===== src/rtl/memory_bus_arbiter.sv =====
// Memory bus arbiter: shares one external memory bus between instruction fetch and the
// memory stage's loads/stores. The memory stage wins by default. Under contention the two
// requesters alternate, so fetch gets at least every second slot.
//
// Each transfer puts address/width/data and a strobe on the bus, then waits for bus_ack.
// The transfer is aborted with bus_error if the ack has not arrived after TIMEOUT_CYCLES
// strobe cycles (0 disables the timeout).
//
// Ports:
//   clock, reset          system clock; asynchronous active-high reset
//   fetch_*               fetch request/address in; done pulse and instruction word out
//   data_*                load/store request, direction, width, address, wdata in;
//                         done pulse and load data out
//   bus_error             pulses with a done when that transfer timed out
//   fetch_stalled         fetch is requesting but does not own the bus (combinational)
//   bus_*                 registered memory bus: address, wdata, read/write strobes, width;
//                         rdata and ack in
module memory_bus_arbiter #(
  parameter int unsigned TIMEOUT_CYCLES = 16,
  parameter logic [1:0]  FETCH_WIDTH    = 2'b00
) (
  input  logic        clock,
  input  logic        reset,
  input  logic        fetch_req,
  input  logic [31:0] fetch_address,
  output logic        fetch_done,
  output logic [31:0] fetch_data,
  input  logic        data_req,
  input  logic        data_read,
  input  logic        data_write,
  input  logic [1:0]  data_width,
  input  logic [31:0] data_address,
  input  logic [31:0] data_wdata,
  output logic        data_done,
  output logic [31:0] data_rdata,
  output logic        bus_error,
  output logic        fetch_stalled,
  output logic [31:0] bus_address,
  output logic [31:0] bus_wdata,
  output logic        bus_read,
  output logic        bus_write,
  output logic [1:0]  bus_width,
  input  logic [31:0] bus_rdata,
  input  logic        bus_ack
);

  typedef enum logic [1:0] {StIdle, StFetch, StData} state_e;

  // The counter only has to reach TIMEOUT_CYCLES-1.
  localparam int unsigned   CntW      = (TIMEOUT_CYCLES > 2) ? $clog2(TIMEOUT_CYCLES) : 1;
  localparam logic [CntW-1:0] CntLast = CntW'(TIMEOUT_CYCLES - 1);
  localparam bit            TimeoutEn = (TIMEOUT_CYCLES != 0);

  state_e          state_q, state_d;
  logic [31:0]     bus_address_q, bus_address_d;
  logic [31:0]     bus_wdata_q, bus_wdata_d;
  logic            bus_read_q, bus_read_d;
  logic            bus_write_q, bus_write_d;
  logic [1:0]      bus_width_q, bus_width_d;
  logic [31:0]     fetch_data_q, fetch_data_d;
  logic [31:0]     data_rdata_q, data_rdata_d;
  logic            fetch_done_q, fetch_done_d;
  logic            data_done_q, data_done_d;
  logic            bus_error_q, bus_error_d;
  logic            last_was_data_q, last_was_data_d;
  logic [CntW-1:0] cnt_q, cnt_d;

  always_comb begin
    state_d         = state_q;
    bus_address_d   = bus_address_q;
    bus_wdata_d     = bus_wdata_q;
    bus_read_d      = bus_read_q;
    bus_write_d     = bus_write_q;
    bus_width_d     = bus_width_q;
    fetch_data_d    = fetch_data_q;
    data_rdata_d    = data_rdata_q;
    fetch_done_d    = 1'b0;
    data_done_d     = 1'b0;
    bus_error_d     = 1'b0;
    last_was_data_d = last_was_data_q;
    cnt_d           = cnt_q;

    unique case (state_q)
      StIdle: begin
        // Data wins unless it had the previous slot and fetch is also waiting.
        if (data_req && !(fetch_req && last_was_data_q)) begin
          state_d         = StData;
          bus_address_d   = data_address;
          bus_width_d     = data_width;
          bus_read_d      = data_read;
          bus_write_d     = data_write && !data_read;
          if (data_write) bus_wdata_d = data_wdata;
          last_was_data_d = 1'b1;
          cnt_d           = '0;
        end else if (fetch_req) begin
          state_d         = StFetch;
          bus_address_d   = fetch_address;
          bus_width_d     = FETCH_WIDTH;
          bus_read_d      = 1'b1;
          bus_write_d     = 1'b0;
          last_was_data_d = 1'b0;
          cnt_d           = '0;
        end
      end
      StFetch, StData: begin
        if (bus_ack) begin
          if (state_q == StFetch) begin
            fetch_data_d = bus_rdata;
          end else if (bus_read_q) begin
            data_rdata_d = bus_rdata;
          end
          fetch_done_d = (state_q == StFetch);
          data_done_d  = (state_q == StData);
          bus_read_d   = 1'b0;
          bus_write_d  = 1'b0;
          state_d      = StIdle;
        end else if (TimeoutEn && (cnt_q == CntLast)) begin
          // Abort: captured data stays as it was.
          fetch_done_d = (state_q == StFetch);
          data_done_d  = (state_q == StData);
          bus_error_d  = 1'b1;
          bus_read_d   = 1'b0;
          bus_write_d  = 1'b0;
          state_d      = StIdle;
        end else begin
          cnt_d = cnt_q + CntW'(1);
        end
      end
      default: begin
        state_d     = StIdle;
        bus_read_d  = 1'b0;
        bus_write_d = 1'b0;
      end
    endcase
  end

  always_ff @(posedge clock or posedge reset) begin
    if (reset) begin
      state_q         <= StIdle;
      bus_address_q   <= '0;
      bus_wdata_q     <= '0;
      bus_read_q      <= 1'b0;
      bus_write_q     <= 1'b0;
      bus_width_q     <= FETCH_WIDTH;
      fetch_data_q    <= '0;
      data_rdata_q    <= '0;
      fetch_done_q    <= 1'b0;
      data_done_q     <= 1'b0;
      bus_error_q     <= 1'b0;
      last_was_data_q <= 1'b0;
      cnt_q           <= '0;
    end else begin
      state_q         <= state_d;
      bus_address_q   <= bus_address_d;
      bus_wdata_q     <= bus_wdata_d;
      bus_read_q      <= bus_read_d;
      bus_write_q     <= bus_write_d;
      bus_width_q     <= bus_width_d;
      fetch_data_q    <= fetch_data_d;
      data_rdata_q    <= data_rdata_d;
      fetch_done_q    <= fetch_done_d;
      data_done_q     <= data_done_d;
      bus_error_q     <= bus_error_d;
      last_was_data_q <= last_was_data_d;
      cnt_q           <= cnt_d;
    end
  end

  assign fetch_done    = fetch_done_q;
  assign fetch_data    = fetch_data_q;
  assign data_done     = data_done_q;
  assign data_rdata    = data_rdata_q;
  assign bus_error     = bus_error_q;
  assign bus_address   = bus_address_q;
  assign bus_wdata     = bus_wdata_q;
  assign bus_read      = bus_read_q;
  assign bus_write     = bus_write_q;
  assign bus_width     = bus_width_q;
  assign fetch_stalled = fetch_req && (state_q != StFetch);

endmodule


===== config.mk =====
export PLATFORM = sky130hd
export DESIGN_NAME = memory_bus_arbiter
export DESIGN_NICKNAME = d
export VERILOG_FILES = /design/src/rtl/memory_bus_arbiter.sv
export SDC_FILE = /design/constraint.sdc
export NUM_CORES = 1
export LEC_CHECK = 0
export ABC_AREA = 1
export ABC_CLOCK_PERIOD_IN_PS = 8290
export CORE_UTILIZATION = 46
export CTS_BUF_LIST = sky130_fd_sc_hd__clkbuf_2
export DETAILED_ROUTE_END_ITERATION = 12
export PLACE_DENSITY = 0.88
export SETUP_SLACK_MARGIN = 0.1
export SLEW_MARGIN = 20
export SYNTH_ARGS = -nofsm -noshare
export SYNTH_HDL_FRONTEND = slang
export SYNTH_SLANG_ARGS = --single-unit

===== constraint.sdc =====
create_clock -name clock -period 8.29 [get_ports clock]
set_clock_uncertainty 0.2 [all_clocks]
set_input_delay 0.829 -clock clock [delete_from_list [all_inputs] [get_ports clock]]
set_output_delay 0.829 -clock clock [all_outputs]
set_load 0.005 [all_outputs]

== Word level (Yosys, flattened, before mapping) ==
Index checks and enable logic that the tools add are counted.

* Multiplexer cells: 32
* Reductions and logical operators: 16
* Bitwise gates (word level): 1
* Add/sub/neg operators: 1
* Equal/unequal tests: 8

{| class="wikitable"
|+ Operator list
! cell !! number
|-
| $mux W32 || 2
|-
| $mux W1 || 16
|-
| $mux W4 || 4
|-
| $mux W2 || 6
|-
| $pmux W4 S2 || 1
|-
| $reduce_and A4 Y1 || 2
|-
| $ne A3 B3 Y1 const B || 2
|-
| $reduce_and A3 Y1 || 2
|-
| $add A4 B1 Y4 const B || 1
|-
| $eq A4 B4 Y1 const B || 1
|-
| $logic_and A1 B1 Y1 || 4
|-
| $ne A2 B2 Y1 const B || 2
|-
| $pmux W1 S2 || 2
|-
| $pmux W2 S2 || 1
|-
| $reduce_and A2 Y1 || 2
|-
| $reduce_bool A2 Y1 || 2
|-
| $eq A2 B1 Y1 const B || 1
|-
| $eq A2 B2 Y1 const B || 1
|-
| $logic_not A1 Y1 || 2
|-
| $logic_not A2 Y1 || 1
|-
| $ne A2 B1 Y1 const B || 1
|-
| $reduce_or A2 Y1 || 1
|-
| $not A1 Y1 || 1
|}

* Register bits after elaboration: 142
* Output and inout bits: 136
* Input port bits: 137

== Longest topological paths before layout ==
Gate-level depths: netlist (run 1).

* Depth in word-level cells: 5
* Mapped depth: 9

== Worst setup path after synthesis (run 1) ==
No wires, ideal clock.

* Path type: input port to output port
* From: input port fetch_req
* To: output port fetch_stalled
* Path slack: 6.316 ns
* Arrival time: 0.945 ns
* Required time: 7.261 ns
* Path buffers: 0
* Stages on the path: 2
* Path through: inv_1 -> nor2_1

* Word-level cells in the longest chain between the ends: 1

{| class="wikitable"
|+ Ends and longest elaborated chain
! item !! RTL line !! RTL
|-
| start, declared || 24 || <nowiki>input logic fetch_req,</nowiki>
|-
| $logic_and A1 B1 Y1 || 179 || <nowiki>assign fetch_stalled = fetch_req && (state_q != StFetch);</nowiki>
|-
| end, declared || 37 || <nowiki>output logic fetch_stalled,</nowiki>
|}

Every way passes these cells.

== Worst setup path in the final report (run 1) ==
* From: register state_q[1]
* To: output port fetch_stalled

* Word-level cells in the longest chain between the ends: 2

{| class="wikitable"
|+ Ends and longest elaborated chain
! item !! RTL line !! RTL
|-
| start, declared || 54 || <nowiki>state_e state_q, state_d;</nowiki>
|-
| start signal, assigned || 139 || <nowiki>state_q <= StIdle;</nowiki>
|-
| start signal, assigned || 153 || <nowiki>state_q <= state_d;</nowiki>
|-
| $ne A2 B1 Y1 || 179 ||
|-
| $logic_and A1 B1 Y1 || 179 ||
|}

Every way passes these cells.

==> results of run 1 <==
layout make-up:
class	count	area share (%)
Clock buffer	19	1.05
Tap cell	172	2.38
Multi-Input combinational cell	483	23.0
Sequential cell	142	39.3
Timing Repair Buffer	274	30.2
Antenna cell	1	0.0276
Inverter	50	2.13
Clock inverter	13	1.89
worst reg2reg max path, delay by kind of cell (launching register included):
kind,cells,cell delay [ns]
fa+ha+maj,1,0.34
buf+inv,3,0.69
flops,1,0.44
simple gates,3,0.88
registers in the layout (all words and copies together), names as in the netlist:
| register | cells |
|---|---|
| fetch_done | 1 |
| cnt_q | 4 |
| data_rdata | 32 |
| state_q | 2 |
| bus_write | 1 |
| fetch_data | 32 |
| last_was_data_q | 1 |
| bus_error | 1 |
| bus_width | 2 |
| bus_wdata | 32 |
| data_done | 1 |
| bus_read | 1 |
| bus_address | 32 |
where the power goes:
part,internal [µW],switching [µW]
clock network,196,241
logic,743,605
registers,1010,180
total,1950,1030
cells in the mapped netlist:
cell type	instances	area (µm²)
nand2_1	321	1200
dfrtp_1	142	3550
o21ai_0	93	465
inv_1	49	184
nand3_1	36	180
clkbuf_1	20	75.1
buf_2	10	50.1
o21ai_1	10	50.1
nor2_1	8	30.0
buf_4	7	52.6
ha_1	4	50.1
nand2_2	3	18.8
nor2_4	2	22.5
a21oi_1	1	5.00
clkbuf_2	1	5.00
inv_2	1	3.75
nand3_4	1	17.5
nand4_1	1	6.26
nand4_4	1	21.3
nor2_2	1	6.26
nor3_1	1	5.00
per-layer routing:
metal / routed length [µm] / share of wire (%)
met4: 430 / 2.6
met2: 8100 / 49
met3: 1320 / 8.1
met5: 0 / 0
met1: 6560 / 40
per-stage QoR:
step                worst slack (ns)  total power (µW)
global route                    5.01              3210
CTS                             5.12              3000
detailed placement              4.76              2560
floorplan                       3.45              1730
finish                          5.22              2970
global placement                4.87              2510
layout by cell type (no fill, tap or decap), drive strengths merged:
master	netlist	layout
dfrtp	142	142
nand3	37	37
ha	4	4
nor2	11	11
nand2	324	324
nor3	1	1
clkbuf	21	19
a21oi	1	1
diode	0	1
inv	50	50
clkdlybuf4s50	0	272
clkinv	0	6
bufinv	0	4
o21ai	103	103
nand4	2	2
buf	17	2
clkinvlp	0	3
worst max path at each step:
stage | endpoint | slack, ns | cells after the start
2_1_floorplan | bus_address[0] | 3.45 | 1
3_3_place_gp | bus_wdata[29] | 4.87 | 6
3_5_place_dp | bus_wdata[12] | 4.76 | 6
4_1_cts | fetch_stalled | 5.12 | 4
5_1_grt | fetch_stalled | 5.01 | 4
6_report | fetch_stalled | 5.22 | 4
cells by family (layout without fill, tap and decap cells):
| group | count (synthesis) | count (layout) | synth area share, % |
|---|---|---|---|
| adders and majority gates | 4 | 4 | 0.833 |
| buffers and inverters | 88 | 356 | 6.17 |
| other | 0 | 1 | 0 |
| and+or+nand+nor | 375 | 375 | 25.2 |
| AOI/OAI and AO/OA | 104 | 104 | 8.66 |
| DFF | 142 | 142 | 59.2 |
==> flow_metrics.py, run 1 <==
metrics = {
    "status": {
        "status": "finished clean",
    },
    "place": {
        "gp_congestion": 0.797,
        "dp.cells": 1121,
        "dpl.hpwl_mm": 11.7,
        "post_dp_cell_area_um2": 8780,
        "portBuffers": 272,
    },
    "cells_and_area": {
        "num-fill-cells": 1026,
        "regArea_um2": 3550,
        "final_cell_count_no_fill": 1154,
        "design_area_um2": 9050,
        "fin_nets": 1109,
        "final_core_util_pct": 71.4,
        "multi_input_area_um2": 2080,
        "drive_gt1_share_pct": 4.08,
        "layout-area-overhead-vs-synth_pct": 50.7,
    },
    "floorplanning": {
        "start_util_pct": 47.4,
        "fp.dieH_um": 116,
        "die_w_um": 116,
        "core_area_um2": 12700,
        "row_count": 41,
        "dieArea_um2": 13500,
        "io_pins": 273,
    },
    "worst_setup_path": {
        "rr_endpoint": "bus_address[31]",
        "path_cells": "inv_1 > ha_1 > nor2_1 > clkdlybuf4s50_1",
        "max_stage_delay_ns": 0.54,
        "reg2reg_depth": 7,
        "worstPathRequired_ns": 7.26,
        "worstPathArrival_ns": 2.04,
        "crit_start": "state_q[1]",
        "worst_path_max_delay_cell": "clkdlybuf4s50_1",
        "cp-end-kind": "primary output",
        "setup.worst_path.start_class": "flop",
        "reg2reg_slack_ns": 5.64,
        "crit_family": "buffers and inverters",
        "path_max_fanout": 3,
        "path_class": "flop to primary output",
        "path_buf_inv": 2,
        "r2r_start": "state_q[0]",
    },
    "clock_tree": {
        "clk_pin_slew_ns": 0.18,
        "clockBufferDepth": 2,
        "tritoncts": "done",
        "clock-sinks": 142,
        "clockRootBuffer": "clkbuf_2",
        "cts-htree-levels": 4,
        "post-cts-setup-buffers": 0,
        "cts_buffers": 17,
        "holdBufCountCts": 0,
        "clock_latency_ns": 0.68,
        "ctsResizeCount": 0,
    },
    "pwr": {
        "p_leak_uw": 0.00442,
        "pwr_density_cell_nw_per_um2": 328,
        "vdd.ir_drop.worst_v": 0.000195,
    },
    "yosys": {
        "synth_cell_type_count": 21,
        "syn_inst": 713,
        "ys_warn_count": 0,
        "yosysSeqAreaShare_pct": 59.2,
        "synth_area_per_cell_um2": 8.42,
        "ys_ff_latch": 142,
        "syn_area_um2": 6010,
        "syn_nets": 854,
    },
    "hold_path": {
        "worstHoldStart": "bus_address[6]",
        "hold_class": "flop to flop",
        "holdPathStages": 2,
        "min_to": "bus_address[6]",
    },
    "grt": {
        "grt_pass1_vias": 5297,
        "use_met1_pct": 28.5,
        "grtUsageTotal_pct": 24.8,
        "grt_max_degree": 81,
        "grt_pass1_wl_mm": 25.4,
        "top_usage_layer": "met2",
        "grt_remaining_overflow": 0,
        "use_met3_pct": 8.04,
        "antenna_found_initial": 0,
        "use_met2_pct": 42.9,
    },
    "timing": {
        "rsz0062_at_grt": "no",
        "slew_violations": 0,
        "setup-violations-final": 0,
        "setup_tns_ns": 0,
        "min_period_over_period_pct": 37.0,
        "relSlewSlack_pct": 31.2,
        "holdWs_ns": 0.299,
        "max_slew.worst_pin.slew_ns": 1.03,
        "max_freq_mhz": 326,
        "hold_violations": 0,
        "min_period_ns": 3.07,
    },
    "drt": {
        "via_count": 5542,
        "drtAntennaViolNets": 0,
        "vias_per_cell": 4.80,
        "routed_wl_mm": 16.4,
        "firstDrtPassIters": 4,
        "wl_per_cell_um": 14.2,
        "drc": 0,
        "drtIter0Drc": 283,
    },
    "flow_run": {
        "max_cap_viol_count": 0,
    },
}
Power figures use the tool's default switching activity.
==> inputs of run 2 (changes only) <==
--- a/config.mk
+++ b/config.mk
@@ -6,11 +6,11 @@
 export NUM_CORES = 1
 export LEC_CHECK = 0
 export ABC_AREA = 1
-export ABC_CLOCK_PERIOD_IN_PS = 8290
-export CORE_UTILIZATION = 46
+export ABC_CLOCK_PERIOD_IN_PS = 3100
+export CORE_UTILIZATION = 43
 export CTS_BUF_LIST = sky130_fd_sc_hd__clkbuf_2
 export DETAILED_ROUTE_END_ITERATION = 12
-export PLACE_DENSITY = 0.88
+export PLACE_DENSITY = 0.83
 export SETUP_SLACK_MARGIN = 0.1
 export SLEW_MARGIN = 20
 export SYNTH_ARGS = -nofsm -noshare
==> constraint.sdc (replaced) <==
create_clock -name clock -period 3.1 [get_ports clock]
set_clock_uncertainty 0.2 [all_clocks]
set_input_delay 0.31 -clock clock [delete_from_list [all_inputs] [get_ports clock]]
set_output_delay 0.31 -clock clock [all_outputs]
set_load 0.005 [all_outputs]
==> run 2 against run 1 <==
  * Cell count up 11%
  * Sequential cell count unchanged
  * Cell area up 14%
  * Total power rose to 2.8 times the previous value
  * Routed wire length up 20%
  * Sequential power rose to 2.7 times the previous value
  * First-iteration DRC count up 66%
  * Critical endpoint is now bus_address[24]
  * Largest cell class is now buffers
  * Highest routed layer unchanged
==> flow_metrics.py, run 2 (same netlist as run 1, synthesis figures left out) <==
metrics = {
    "cells_and_area": {
        "drive_gt1_share_pct": 4.41,
        "fin_nets": 1238,
        "num-fill-cells": 879,
        "antenna_cells": 0,
        "layout-area-overhead-vs-synth_pct": 72.3,
        "final_cell_mix": "321 x nand2_1, 272 x clkdlybuf4s50_1, 142 x dfrtp_1, 124 x dlygate4sd3_1, 93 x o21ai_0",
        "layout_commonest_cell": "nand2_1",
        "final_cell_count_no_fill": 1286,
    },
    "worst_setup_path": {
        "worstPathArrival_ns": 3.06,
        "max_stage_delay_ns": 0.57,
        "reg2reg_depth": 8,
        "path_cells": "nand2_2 > buf_4 > nand2_2 > nand2_1 > nand2_1 > dlygate4sd3_1 > nand2_1 > nand2_1",
        "timing.critical_path.mode_cell": "nand2_1",
        "path_class": "flop to flop",
        "cp-end-kind": "flop",
        "worstPathRequired_ns": 3.50,
        "path_max_fanout": 34,
        "worst_path_max_delay_cell": "dlygate4sd3_1",
        "setup.worst_path.start_class": "flop",
    },
    "timing": {
        "max_slew.worst_pin.slew_ns": 0.847,
        "setup_tns_ns": 0,
        "min_period_over_period_pct": 85.7,
        "slew_violations": 0,
        "relSlewSlack_pct": 43.4,
        "rsz0062_at_grt": "no",
        "fin_ws_ns": 0.443,
        "min_period_ns": 2.66,
        "max_freq_mhz": 376,
        "hold_violations": 0,
        "setup-violations-final": 0,
    },
    "drt": {
        "firstDrtPassIters": 5,
        "wl_met1_mm": 7.41,
        "drtIter0Drc": 471,
        "vias_per_cell": 4.89,
        "wl_per_cell_um": 15.3,
        "routed.top_layer": "met4",
        "dr_wl_met3_mm": 1.49,
        "drc": 0,
        "routed_wl_mm": 19.7,
        "drtAntennaViolNets": 0,
        "route.met2.wl_mm": 10.1,
        "via_count": 6288,
    },
    "clock_tree": {
        "post-cts-setup-buffers": 0,
        "cts_buffers": 17,
        "clockRootBuffer": "clkbuf_2",
        "cts-htree-levels": 4,
        "clockBufferDepth": 2,
        "clk_pin_slew_ns": 0.21,
        "tritoncts": "done",
        "clock-sinks": 142,
        "clock_latency_ns": 0.67,
    },
    "pwr": {
        "finalPower_uw": 8230,
        "p_leak_uw": 0.00497,
        "vdd.ir_drop.worst_v": 0.000507,
        "pwr_density_cell_nw_per_um2": 795,
    },
    "status": {
        "status": "finished clean",
    },
    "grt": {
        "grt_remaining_overflow": 0,
        "grt_pass1_wl_mm": 31.6,
        "antenna_found_initial": 0,
        "grt_max_degree": 73,
        "grt_pass1_vias": 6486,
        "grtUsageTotal_pct": 28.2,
    },
    "floorplanning": {
        "core_area_um2": 13500,
        "dieArea_um2": 14400,
        "fp.dieH_um": 120,
        "start_util_pct": 44.7,
        "row_count": 42,
        "die_w_um": 120,
        "io_pins": 273,
    },
    "place": {
        "dp.cells": 1130,
        "portBuffers": 272,
        "pre_cts_slack_ns": 0.573,
        "dpl.hpwl_mm": 11.2,
        "gp_congestion": 0.837,
    },
    "flow_run": {
        "max_cap_viol_count": 0,
    },
    "hold_path": {
        "hold_class": "input port to flop",
        "holdPathStages": 5,
    },
}
[run 2: cell types whose count changed in the layout (fill, tap and decap cells not counted), sizes merged]
cell,delta
dlygate4sd3,+124
buf,+5
clkinvlp,+2
bufinv,-1
clkbuf,-1
clkinv,+1
diode,-1
inv,-1
[run 2: metrics by stage]
stage	utilization, %	cell area (µm²)	hold slack [ns]
final	76.9	10300	0.0875
after global routing	76.9	10300	0.0291
after CTS	76.9	10300	0.00353
after detailed placement	65.8	8850	0.264
after global placement	65.8	8850	0.261
after floorplan	-	6010	0.181
[run 2: repair_timing]
action	4_1_cts	5_1_grt
hold endpoints to repair	144	0
setup endpoints to repair	0	0
gates resized for setup	0	0
hold buffers	124	0
[run 2: worst paths after layout]
path	from	to	slack, ns
max	last_was_data_q	bus_address[24]	0.44
min	data_address[29]	bus_address[29]	0.09
max reg2reg	last_was_data_q	bus_address[24]	0.44
min reg2reg	bus_address[18]	bus_address[18]	0.30
max in group asynchronous	reset	bus_address[15]	1.71
min in group asynchronous	reset	bus_wdata[19]	0.29
[run 2: metal layers]
layer / GRT usage [%] / vias to the layer above
met5: 0 / -
met4: 13.1 / 0
met1: 31.3 / 2958
met2: 50.0 / 278
met3: 7.78 / 56
li1: - / 2996
[run 2: final cells by class]
type | count | area [µm²] | area share, %
flip-flops and latches | 142 | 3550 | 34.3
clock buffers | 18 | 90.1 | 0.870
repair buffers | 403 | 4040 | 39.0
well taps | 176 | 220 | 2.13
multi-input cells | 483 | 2080 | 20.1
clock inverters | 14 | 170 | 1.64
inverters | 50 | 191 | 1.85
[run 2: power by group]
part	internal (µW)	total (µW)	switching (µW)
Combinational	2160	3900	1740
Clock	451	1150	698
Sequential	2690	3170	482
[run 2: worst max-delay path: cells and delay by family (launching register included)]
| kind | cells | cell delay [ns] |
|---|---|---|
| flip-flops | 1 | 0.43 |
| buffers and inverters | 2 | 0.93 |
| AND/OR/NAND/NOR | 6 | 1.00 |
==> patch 1: new RTL, config.mk and constraints of run 2 <==
Re-encode `state_e` (3 states) as one-hot, 3 bits wide.
--- a/src/rtl/memory_bus_arbiter.sv
+++ b/src/rtl/memory_bus_arbiter.sv
@@ -46,3 +46,3 @@
 
-  typedef enum logic [1:0] {StIdle, StFetch, StData} state_e;
+  typedef enum logic [2:0] {StIdle = 3'b001, StFetch = 3'b010, StData = 3'b100} state_e;
 
Formal check against the unedited RTL: no difference found for any inputs over 4 cycles, from zero or initial values and one cycle with reset high; so few cycles prove little.
==> patch 1 against run 2 <==
  * Non-clock buffer count fell by 41
  * Design area fell by 4.5%
  * Total power fell by 2.2%
  * Highest routed layer unchanged
  * Sequential cell count rose by 1
  * Clock power fell by 18%
  * Worst hold slack got worse by 13 ps
  * Area after synthesis rose by 0.31%
  * Wire length fell by 5.9%
  * Sequential power rose by 2%
  * Setup slack got worse by 34 ps
==> patch 1: results (changes against run 2) <==
stage,metric,value,unit,change
status,run status,finished clean,,
route,DR WL met3,1.42,mm,-4.8%
setup_path,Worst Path Arrival,2180,ps,-880 ps
synth,synthesized flop and latch total,143,,+0.70%
synth,top post-synthesis cells by area,"dfrtp_1, nand2_1, o21ai_2",,
route,initial detailed-routing violation count,363,,-23%
synth,Mapped Nets,780,,-8.7%
route,wire length the detailed router placed on met1,7.14,mm,-3.7%
route,met2 WL,9.26,mm,-8.3%
timing,max-slew headroom at the worst pin,0.331,,-0.103
placement,placed wire-length estimate after detailed placement,11.2,mm,+0.15%
layout,"non-filler cells, final",1179,,-8.3%
power,sequential share of power,0.402,,+0.016
route,total wirelength of the detailed-routed design,18.6,mm,-5.9%
placement,placed cell count,1064,,-5.8%
synth,synthesized-area fraction occupied by adder cells,0.00208,,-0.00626
global_routing,maximum number of pins on one net before global-route repair,69,,-5.5%
synth,area share of xor/xnor cells in the synthesized design,0.00145,,+0.00145
synth,library cells used by synthesis,25,,+19%
synth,sequential fraction of the synthesis area,0.594,,+0.00252
power,worst supply voltage drop on vdd,0.555,mV,+9.4%
layout,clk_buf instances,20,,+2
setup_path,cell type group with the largest total delay on the critical path,buffers and inverters,,
global_routing,GRT Total Usage,0.262,,-0.0202
setup_path,longest individual stage delay on the worst path,620,ps,+50 ps
placement,placer congestion estimate,0.822,,-1.8%
route,detail-routed via count per cell,4.88,,-0.22%
layout,area of the multi-input gates,2040,µm²,-1.9%
synth,Gate Count Post-Synth,642,,-10%
layout,multi-input gates,417,,-14%
layout,number of filler instances in the final layout,914,,+4.0%
layout,Non-Clock Buffer Area Fraction,0.370,,-0.0206
patch 1: cell count changes after synthesis, sizes merged, moves of 6 or more:
cell / change
o21ai: -32
nand2: -70
buf: +13
nand3: +6
clkbuf: -18
o21a: +32
patch 1: timing repair:
action	in CTS	in global routing
endpoints found under the setup margin	0	0
endpoints found under the hold margin	127	0
hold buffers	83	0
patch 1: worst paths after layout:
| check | slack, ps | endpoint | from | cells after the start |
|---|---|---|---|---|
| min in group asynchronous | 270 | bus_wdata[22] | reset | 3 |
| worst max-delay path | 410 | fetch_stalled | state_q[0] | 5 |
| worst min-delay path | 70 | bus_address[7] | fetch_address[7] | 4 |
| worst min register to register | 300 | bus_wdata[16] | bus_wdata[16] | 2 |
| worst max register to register | 660 | bus_address[23] | state_q[0] | 6 |
| max in group asynchronous | 1750 | data_rdata[19] | reset | 4 |
patch 1: kinds of logic after synthesis:
| group | Yosys count |
|---|---|
| AO/OA/AOI/OAI | 105 |
| XOR/XNOR | 1 |
| adder cells (fa/ha/maj) | 1 |
| buffers and inverters | 82 |
| flip-flops | 143 |
| AND/OR/NAND/NOR | 310 |
patch 1: layer usage:
layer,vias up,track usage
met1,2724,0.294
li1,2727,-
met2,246,0.444
met5,-,0
met4,0,0.139
met3,55,0.0840
patch 1: metrics by stage:
| stage | power (W) | setup slack [ps] | instance area (µm²) | util |
|---|---|---|---|---|
| 3_3_place_gp | 0.00683 | 776 | 8860 | 0.658 |
| 6_report | 0.00804 | 409 | 9880 | 0.735 |
| 2_1_floorplan | 0.00477 | 800 | 6030 | - |
| 4_1_cts | 0.00798 | 324 | 9880 | 0.735 |
| 5_1_grt | 0.00857 | 271 | 9880 | 0.735 |
| 3_5_place_dp | 0.00693 | 701 | 8860 | 0.658 |
==> patch 2: new RTL, settings of run 2 <==
Made on the original files. `TIMEOUT_CYCLES`: 16 -> 32.
--- a/src/rtl/memory_bus_arbiter.sv
+++ b/src/rtl/memory_bus_arbiter.sv
@@ -18,3 +18,3 @@
 module memory_bus_arbiter #(
-  parameter int unsigned TIMEOUT_CYCLES = 16,
+  parameter int unsigned TIMEOUT_CYCLES = 32,
   parameter logic [1:0]  FETCH_WIDTH    = 2'b00
Formal check against the unedited RTL: same outputs for any inputs over 4 cycles, from zero or initial values and one cycle with reset high; that may be too few to reach the edited logic, so the function may still have changed.
==> patch 2 against run 2 <==
  * Sequential share of layout area grew 0.31 points
  * Count of clock-buffer cells in the layout fell by 1
  * Sequential cell count increased by 1
  * Area after synthesis rose by 0.94%
  * Total power grew 1.5%
  * Wire length fell by 3.6%
  * Design area decreased by 0.19%
  * Setup slack better by 95 ps
==> patch 2: results (changes against run 2) <==
stage,metric,value,unit,change
power,part of the total power dissipated in combinational logic,0.469,,-0.005
synth,total number of yosys warnings,0,,unchanged
setup_path,termination of the worst setup path,fetch_stalled,,
cts,clock latency at the later pin of the worst-skew pair,670,ps,about the same
global_routing,GRT Total Usage,0.265,,-0.0169
global_routing,maximum number of pins on one net before global-route repair,65,,-11%
power,switching fraction of total power,0.353,,-0.00214
power,Pleak,4.95,nW,-0.30%
synth,post-synthesis compound-gate area fraction,0.0885,,+0.00188
placement,pre-CTS setup slack,700,ps,+127 ps
synth,Gate Count Post-Synth,714,,+0.14%
placement,placer congestion estimate,0.748,,-11%
route,initial detailed-routing violation count,370,,-21%
cts,"Clk pin slew, worst setup/hold paths",190,ps,-20 ps
route,DR WL met3,1.71,mm,+14%
synth,library cells used by synthesis,20,,-4.8%
route,total wirelength of the detailed-routed design,19.0,mm,-3.6%
route,wire length the detailed router placed on met1,7.37,mm,-0.53%
setup_path,longest individual stage delay on the worst path,540,ps,-30 ps
synth,sequential fraction of the synthesis area,0.590,,-0.00137
synth,top post-synthesis cells by area,"dfrtp_1, nand2_1, o21ai_0",,
synth,Mapped Nets,856,,+0.23%
global_routing,met1 track demand over resource in global routing,0.294,,-0.0187
power,total power divided by cell area,808,nW/µm²,+1.7%
route,routed via count,6244,,-0.70%
setup_path,cell type group with the largest total delay on the critical path,buffers and inverters,,
synth,synthesized flop and latch total,143,,+0.70%
setup_path,Worst Path Arrival,2050,ps,-1010 ps
route,average wire length per cell after detail routing,14.8,µm,-3.2%
route,met2 WL,9.28,mm,-8.1%
setup_path,worst-case register-to-register setup slack,670,ps,+230 ps
global_routing,number of global-route vias before repair,6277,,-3.2%
layout,post-layout net count,1230,,-0.65%
setup_path,worst-path cell with the longest stage delay,clkdlybuf4s50_1,,
status,run status,finished clean,,
layout,ratio of cells with drive above 1 in the final layout,0.0454,,+0.00127
placement,placed wire-length estimate after detailed placement,11.5,mm,+3.0%
global_routing,antenna violations before repair,0,,unchanged
synth,area share of xor/xnor cells in the synthesized design,0,,unchanged
setup_path,largest fanout of any net on the critical path,3,,-91%
setup_path,Worst R2R Start,state_q[0],,
power,worst supply voltage drop on vdd,0.475,mV,-6.2%
global_routing,first-pass GRT wire length,30.1,mm,-4.7%
timing,Slew @ Worst Pin,1000,ps,+154 ps
setup_path,number of cells on the worst reg-to-reg path,4,,-4
setup_path,FF-to-FF End,data_rdata[0],,
placement,placed cell areas,8910,µm²,+0.66%
setup_path,startpoint of the worst setup timing path,state_q[1],,
## patch 2: cell type report
cell class              instances  area (µm²)
repair buffers                393        3950
flip-flops and latches        143        3580
fillers                       902        3500
multi-input cells             487        2110
well taps                     180         225
clock inverters                15         206
inverters                      46         176
clock buffers                  17        85.1
## patch 2: worst min-delay path by stage
| stage | startpoint | endpoint | slack (ps) | depth (start not counted) |
|---|---|---|---|---|
| after floorplan | bus_ack | bus_error | 180 | 1 |
| after global placement | bus_width[1] | bus_width[1] | 250 | 2 |
| after detailed placement | bus_width[0] | bus_width[0] | 260 | 2 |
| after CTS | data_address[18] | bus_address[18] | 2 | 5 |
| after global routing | fetch_address[31] | bus_address[31] | 2 | 5 |
| final | data_address[18] | bus_address[18] | 70 | 5 |
## patch 2: what timing repair did
| item | in CTS | in global routing |
|---|---|---|
| buffers inserted | 0 | 0 |
| hold buffers | 113 | 0 |
| hold endpoints to repair | 272 | 0 |
